File: src/rtl/alu_addsub_pipe_if.sv
// Operand/result handshake bundle for alu_addsub_pipe.
// The producer/consumer side uses the master modport; the ALU uses the slave modport.
interface alu_addsub_pipe_if #(
  parameter int unsigned WIDTH = 32
);
  logic             in_valid;
  logic             in_ready;
  logic [WIDTH-1:0] in_a;
  logic [WIDTH-1:0] in_b;
  logic [1:0]       in_op;
  logic             clr_c;
  logic             out_valid;
  logic             out_ready;
  logic [WIDTH-1:0] out_sum;
  logic [3:0]       out_flags;

  modport master (
    output in_valid, in_a, in_b, in_op, clr_c, out_ready,
    input  in_ready, out_valid, out_sum, out_flags
  );

  modport slave (
    input  in_valid, in_a, in_b, in_op, clr_c, out_ready,
    output in_ready, out_valid, out_sum, out_flags
  );
endinterface

File: src/rtl/alu_addsub_pipe.sv
// Two-stage pipelined add/subtract unit with a chained carry flag for multi-word ADC/SBC.
// Stage 1 holds operands/opcode and feeds a carry-select adder; stage 2 holds sum and {N,Z,C,V}.
module alu_addsub_pipe #(
  parameter int unsigned WIDTH = 32
) (
  input logic              clk,
  input logic              rst,
  alu_addsub_pipe_if.slave bus
);
  localparam int unsigned BLK  = 4;
  localparam int unsigned NBLK = WIDTH / BLK;

  typedef enum logic [1:0] {
    OP_ADD = 2'b00,
    OP_SUB = 2'b01,
    OP_ADC = 2'b10,
    OP_SBC = 2'b11
  } op_e;

  logic             s1_valid_q, s1_valid_d;
  logic [WIDTH-1:0] s1_a_q, s1_a_d;
  logic [WIDTH-1:0] s1_b_q, s1_b_d;
  op_e              s1_op_q, s1_op_d;
  logic             out_valid_q, out_valid_d;
  logic [WIDTH-1:0] out_sum_q, out_sum_d;
  logic [3:0]       out_flags_q, out_flags_d;
  logic             c_flag_q, c_flag_d;

  logic             s1_adv, s2_adv, accept;
  logic [WIDTH-1:0] b_eff;
  logic             cin;
  logic [WIDTH-1:0] sum;
  logic             cout;
  logic             ovf;

  assign s2_adv       = !out_valid_q | bus.out_ready;
  assign s1_adv       = s1_valid_q & s2_adv;
  assign bus.in_ready = !s1_valid_q | s2_adv;
  assign accept       = bus.in_valid & bus.in_ready;

  assign bus.out_valid = out_valid_q;
  assign bus.out_sum   = out_sum_q;
  assign bus.out_flags = out_flags_q;

  // SBC uses the stored carry directly: C=1 means no borrow into this word.
  always_comb begin
    b_eff = s1_b_q;
    cin   = 1'b0;
    case (s1_op_q)
      OP_ADD: begin b_eff = s1_b_q;  cin = 1'b0;     end
      OP_SUB: begin b_eff = ~s1_b_q; cin = 1'b1;     end
      OP_ADC: begin b_eff = s1_b_q;  cin = c_flag_q; end
      OP_SBC: begin b_eff = ~s1_b_q; cin = c_flag_q; end
      default: ;
    endcase
  end

  // Each block precomputes its sum for carry-in 0 and 1; the carry chain only selects.
  logic [NBLK-1:0][BLK:0] blk_c0, blk_c1;

  for (genvar g = 0; g < NBLK; g++) begin : g_blk
    assign blk_c0[g] = {1'b0, s1_a_q[g*BLK +: BLK]} + {1'b0, b_eff[g*BLK +: BLK]};
    assign blk_c1[g] = {1'b0, s1_a_q[g*BLK +: BLK]} + {1'b0, b_eff[g*BLK +: BLK]}
                       + {{BLK{1'b0}}, 1'b1};
  end

  logic         carry;
  logic [BLK:0] pick;

  always_comb begin
    sum   = '0;
    carry = cin;
    pick  = '0;
    for (int unsigned i = 0; i < NBLK; i++) begin
      pick              = carry ? blk_c1[i] : blk_c0[i];
      sum[i*BLK +: BLK] = pick[BLK-1:0];
      carry             = pick[BLK];
    end
    cout = carry;
  end

  assign ovf = (s1_a_q[WIDTH-1] == b_eff[WIDTH-1]) & (sum[WIDTH-1] != s1_a_q[WIDTH-1]);

  always_comb begin
    s1_valid_d  = s1_valid_q;
    s1_a_d      = s1_a_q;
    s1_b_d      = s1_b_q;
    s1_op_d     = s1_op_q;
    out_valid_d = out_valid_q;
    out_sum_d   = out_sum_q;
    out_flags_d = out_flags_q;
    c_flag_d    = c_flag_q;

    if (accept) begin
      s1_a_d     = bus.in_a;
      s1_b_d     = bus.in_b;
      s1_op_d    = op_e'(bus.in_op);
      s1_valid_d = 1'b1;
    end else if (s1_adv) begin
      s1_valid_d = 1'b0;
    end

    if (s1_adv) begin
      out_sum_d   = sum;
      out_flags_d = {sum[WIDTH-1], (sum == '0), cout, ovf};
      out_valid_d = 1'b1;
    end else if (s2_adv) begin
      out_valid_d = 1'b0;
    end

    // A clear coincident with an advancing op lets that op see the old carry first.
    if (bus.clr_c) begin
      c_flag_d = 1'b0;
    end else if (s1_adv) begin
      c_flag_d = cout;
    end
  end

  always_ff @(posedge clk) begin
    if (rst) begin
      s1_valid_q  <= 1'b0;
      s1_a_q      <= '0;
      s1_b_q      <= '0;
      s1_op_q     <= OP_ADD;
      out_valid_q <= 1'b0;
      out_sum_q   <= '0;
      out_flags_q <= '0;
      c_flag_q    <= 1'b0;
    end else begin
      s1_valid_q  <= s1_valid_d;
      s1_a_q      <= s1_a_d;
      s1_b_q      <= s1_b_d;
      s1_op_q     <= s1_op_d;
      out_valid_q <= out_valid_d;
      out_sum_q   <= out_sum_d;
      out_flags_q <= out_flags_d;
      c_flag_q    <= c_flag_d;
    end
  end
endmodule
File: src/flat_wrapper.sv
// flat-port wrapper written by rule: the top's interface ports become plain ports
module alu_addsub_pipe_flat 
#(
  parameter int unsigned WIDTH = 32
)
  (clk, rst, bus_in_valid, bus_in_a, bus_in_b, bus_in_op, bus_clr_c, bus_out_ready, bus_in_ready, bus_out_valid, bus_out_sum, bus_out_flags);
  alu_addsub_pipe_if #(.WIDTH(WIDTH)) bus_i ();
  input logic clk;
  input logic rst;
  input wire logic [$bits(bus_i.in_valid)-1:0] bus_in_valid;
  input wire logic [$bits(bus_i.in_a)-1:0] bus_in_a;
  input wire logic [$bits(bus_i.in_b)-1:0] bus_in_b;
  input wire logic [$bits(bus_i.in_op)-1:0] bus_in_op;
  input wire logic [$bits(bus_i.clr_c)-1:0] bus_clr_c;
  input wire logic [$bits(bus_i.out_ready)-1:0] bus_out_ready;
  output wire logic [$bits(bus_i.in_ready)-1:0] bus_in_ready;
  output wire logic [$bits(bus_i.out_valid)-1:0] bus_out_valid;
  output wire logic [$bits(bus_i.out_sum)-1:0] bus_out_sum;
  output wire logic [$bits(bus_i.out_flags)-1:0] bus_out_flags;
  assign bus_i.in_valid = bus_in_valid;
  assign bus_i.in_a = bus_in_a;
  assign bus_i.in_b = bus_in_b;
  assign bus_i.in_op = bus_in_op;
  assign bus_i.clr_c = bus_clr_c;
  assign bus_i.out_ready = bus_out_ready;
  assign bus_in_ready = bus_i.in_ready;
  assign bus_out_valid = bus_i.out_valid;
  assign bus_out_sum = bus_i.out_sum;
  assign bus_out_flags = bus_i.out_flags;
  alu_addsub_pipe #(.WIDTH(WIDTH)) u_core (.clk(clk), .rst(rst), .bus(bus_i));
endmodule
File: config.mk
export PLATFORM = sky130hd
export DESIGN_NAME = alu_addsub_pipe_flat
export DESIGN_NICKNAME = d
export VERILOG_FILES = /design/src/rtl/alu_addsub_pipe_if.sv /design/src/rtl/alu_addsub_pipe.sv /design/src/flat_wrapper.sv
export SDC_FILE = /design/constraint.sdc
export NUM_CORES = 1
export LEC_CHECK = 0
export ABC_CLOCK_PERIOD_IN_PS = 6200
export CAP_MARGIN = 5
export CORE_UTILIZATION = 53
export DETAILED_ROUTE_END_ITERATION = 10
export PLACE_DENSITY = 0.9
export SYNTH_ARGS = -nofsm -noshare
export SYNTH_HDL_FRONTEND = slang
export SYNTH_SLANG_ARGS = --single-unit
export TNS_END_PERCENT = 100
File: constraint.sdc
create_clock -name clk -period 6.2 [get_ports clk]
set_clock_uncertainty 0.1 [all_clocks]
set_input_delay 0.62 -clock clk [delete_from_list [all_inputs] [get_ports clk]]
set_output_delay 0.62 -clock clk [all_outputs]
set_load 0.05 [all_outputs]
==> metrics <==
Row Count=38; initial antenna violation count=0; Yosys reg bits=between 100 and 150; Post-Synthesis Cell Area=5980 um2; Syn Inst Count=737; Post-synth top cells=nand2_1, dfxtp_1, a21oi_1; syn nets=856; Final Max Slew Viols=0; Largest delay share family, worst path=simple AND/OR/NAND/NOR gates; vias in the first global route=5,057; finished layout cell area=around 7500 um2; Primary FF master, synth=dfxtp_1; worst rel slew slack=26.1%; Final setup violation count=0; sequential-to-total area share from yosys stat=about a third; ANT cells=0; core box area=10,900 um2; Int Pwr=about 1300 uW; io pins=~110; Switching Share=30.6%; number of synthesized flops with an enable pin=0; worst path required time=roughly 6.4 ns; Pleak=0.00311 uW; Die H=108 um; gpl congestion=0.830; Yosys top cell area share=about a third; CTS sink count=104; CTS clk-pin slew, worst paths=0.07 ns; first-pass GRT wire length=22,500 um; RSZ-0062 raised after global routing=no; DR WL/cell=13.7 um; final wirelength=roughly 13,000 um; Nets=941; share of layout cells above drive strength 1=3.75%; critical path startpoint category=flop; post-place instance area=7130 um2; WP data arrival=5.84 ns; asr flop ratio synth=0%; Worst Path Buf+Inv=3; die width=approximately 110 um; H-tree Lvls=3; critical setup path kind=flop to flop; drt drc=0; Syn-to-layout area delta=24.7%; antenna-violating nets left=0; period utilization=91.2%; Setup crit end kind=flop; Worst-Skew Late Latency=~0.34 ns; post-cts hold buffer count=0; MaxCap Viol Count=0; cell with the most instances after synthesis=nand2_1; post-CTS resize count=0; clock network fraction of design power=between 30 and 40%; CTS max path bufs=2; Clock Tree Root=clkbuf_16; Pre-antenna DRT Iters=4; Synth area leader=dfxtp_1; largest net degree at the start of global routing=between 70 and 80; Fmax achieved=0.177 GHz; min Tclk post-route=5.65 ns; CTS tree=yes; worst-path fanout max=9; Power Dens Cells=around 250 nW/um2; Mapped Avg Cell Area=roughly 8 um2; Yosys warning count=0; count of input and output buffers=approximately 110; Die ar.=between 10,000 and 15,000 um2; status=finished, final reports clean; initial DRC count=~250; routed vias=5,244; Comb pwr share=~28%; CP max stage cell=xor2_1; VDD IR max=between 0.1 and 0.15 mV; dpl hpwl=~9700 um; cts bufs inserted=9; setup TNS=0 ns; Final WS setup=0.549 ns; Starting Density=a little over half; Setup WS pre-CTS=0.599 ns; global-route usage over all layers=between 20 and 25%; Hold WC Path Type=flop to flop; Distinct cells, synth=51; Vias/cell=roughly 5.4; total gr overflow=0; post-CTS setup buffer count=0; largest stage delay on the critical path=0.58 ns; dominant cells by area after synthesis=dfxtp_1, nand2_1, ha_1, xor2_1, a21oi_1; Flop pwr share=39.6%; final hold violations=0; net load switching power=approximately 570 uW; worst slew pin tran=1.11 ns; worst-path cell chain=xor2_1 > ha_1 > inv_1 > fa_1 > inv_1 > ha_1 > inv_1 > or3b_1 > o311a_1 > nor4b_4 > mux2i_1 > mux2i_1 > mux2i_1 > xor2_1 > nand3b_1 > o31a_1 > nor4_1 > and4_1 > a31o_1
[kinds of logic (layout without fill, tap and decap cells)]
| group | Yosys count | count (layout) | share of synthesized area [%] |
|---|---|---|---|
| AO/OA/AOI/OAI | 149 | 149 | 15.1 |
| AND/OR/NAND/NOR | 274 | 274 | 20.2 |
| adder cells (fa/ha/maj) | 48 | 48 | 11.1 |
| buffers and inverters | 66 | 156 | 4.27 |
| XOR/XNOR | 86 | 86 | 12.7 |
| multiplexers | 10 | 10 | 1.82 |
| flip-flops | 104 | 104 | 34.8 |
[placed cells by master, fill, tap and decap left out, types with 2 or more instances in the layout]
cell type        instances
nand3b_1                 4
buf_4                    6
nor2_1                  50
o31ai_1                  3
clkinv_4                 2
inv_1                   27
dfxtp_1                103
or2_2                    2
nand3_1                 13
xnor2_1                 32
bufinv_16                2
ha_1                    40
a21o_1                  11
a21oi_1                 88
fa_1                     8
nor4_1                   5
nor2b_1                  6
clkbuf_16                9
and3_1                   2
nand2b_1                 4
nand2_1                158
and3b_1                  2
clkdlybuf4s50_1        107
and4_1                   2
o21ai_0                  6
nand4_1                  6
nor3b_1                  2
mux2i_1                  8
nor3_1                   8
xor2_1                  53
a211oi_1                29
clkbuf_1                 2
[registers in the layout, summed over array words and instances (netlist names)]
register and flops:
u_core.s1_a_q 32, u_core.s1_b_q 32, u_core.bus.out_sum 31, u_core.bus.out_flags 4, u_core.s1_op_q 2, u_core.bus.out_valid 1
u_core.c_flag_q 1, u_core.s1_valid_q 1
[power groups by stage]
| stage | sequential, uW | clock (uW) | combinational, uW |
|---|---|---|---|
| 6_report | 739 | 611 | 514 |
| 4_1_cts | 738 | 625 | 514 |
| 3_5_place_dp | 753 | 0 | 508 |
| 3_3_place_gp | 752 | 0 | 493 |
| 5_1_grt | 743 | 648 | 566 |
| 2_1_floorplan | 805 | 0 | 309 |
[tightest hold or removal path: cells and delay by family (launching register included)]
| family | cells | cell delay (ns) |
|---|---|---|
| flops | 1 | 0.31 |
| simple gates | 1 | 0.05 |
| compound gates | 1 | 0.05 |
[worst paths after layout]
| check | start | endpoint | slack, ns | cells after the start |
|---|---|---|---|---|
| max | u_core.s1_op_q[0] | u_core.bus.out_flags[2] | 0.55 | 19 |
| min | u_core.s1_a_q[19] | u_core.s1_a_q[19] | 0.36 | 2 |
| max reg2reg | u_core.s1_op_q[0] | u_core.bus.out_flags[2] | 0.55 | 19 |
| min reg2reg | u_core.s1_a_q[19] | u_core.s1_a_q[19] | 0.36 | 2 |
[routing by layer]
layer	track usage (%)	routed length [um]	vias up
met4	7.05	199	0
met3	5.18	747	25
li1	-	-	2659
met2	42.1	6520	140
met5	0	0	-
met1	29.9	5810	2420
[stage by stage]
step | power (uW) | hold slack (ns) | utilization, % | std cells
2_1_floorplan | 1110 | 0.336 | - | 737
6_report | 1860 | 0.362 | 68.1 | 967
4_1_cts | 1880 | 0.364 | 68.1 | 967
5_1_grt | 1960 | 0.386 | 68.1 | 967
3_3_place_gp | 1250 | 0.347 | 65.2 | 951
3_5_place_dp | 1260 | 0.354 | 65.2 | 951
[layout make-up]
| type | count | area, um2 |
|---|---|---|
| fill | 890 | 3480 |
| clock buffer | 12 | 246 |
| inverter | 27 | 101 |
| timing repair buffer | 113 | 1120 |
| sequential | 104 | 2080 |
| multi-input combinational | 567 | 3650 |
| clock inverter | 4 | 77.6 |
| tap | 140 | 175 |
Note: power is estimated with default switching activity, not from simulation.
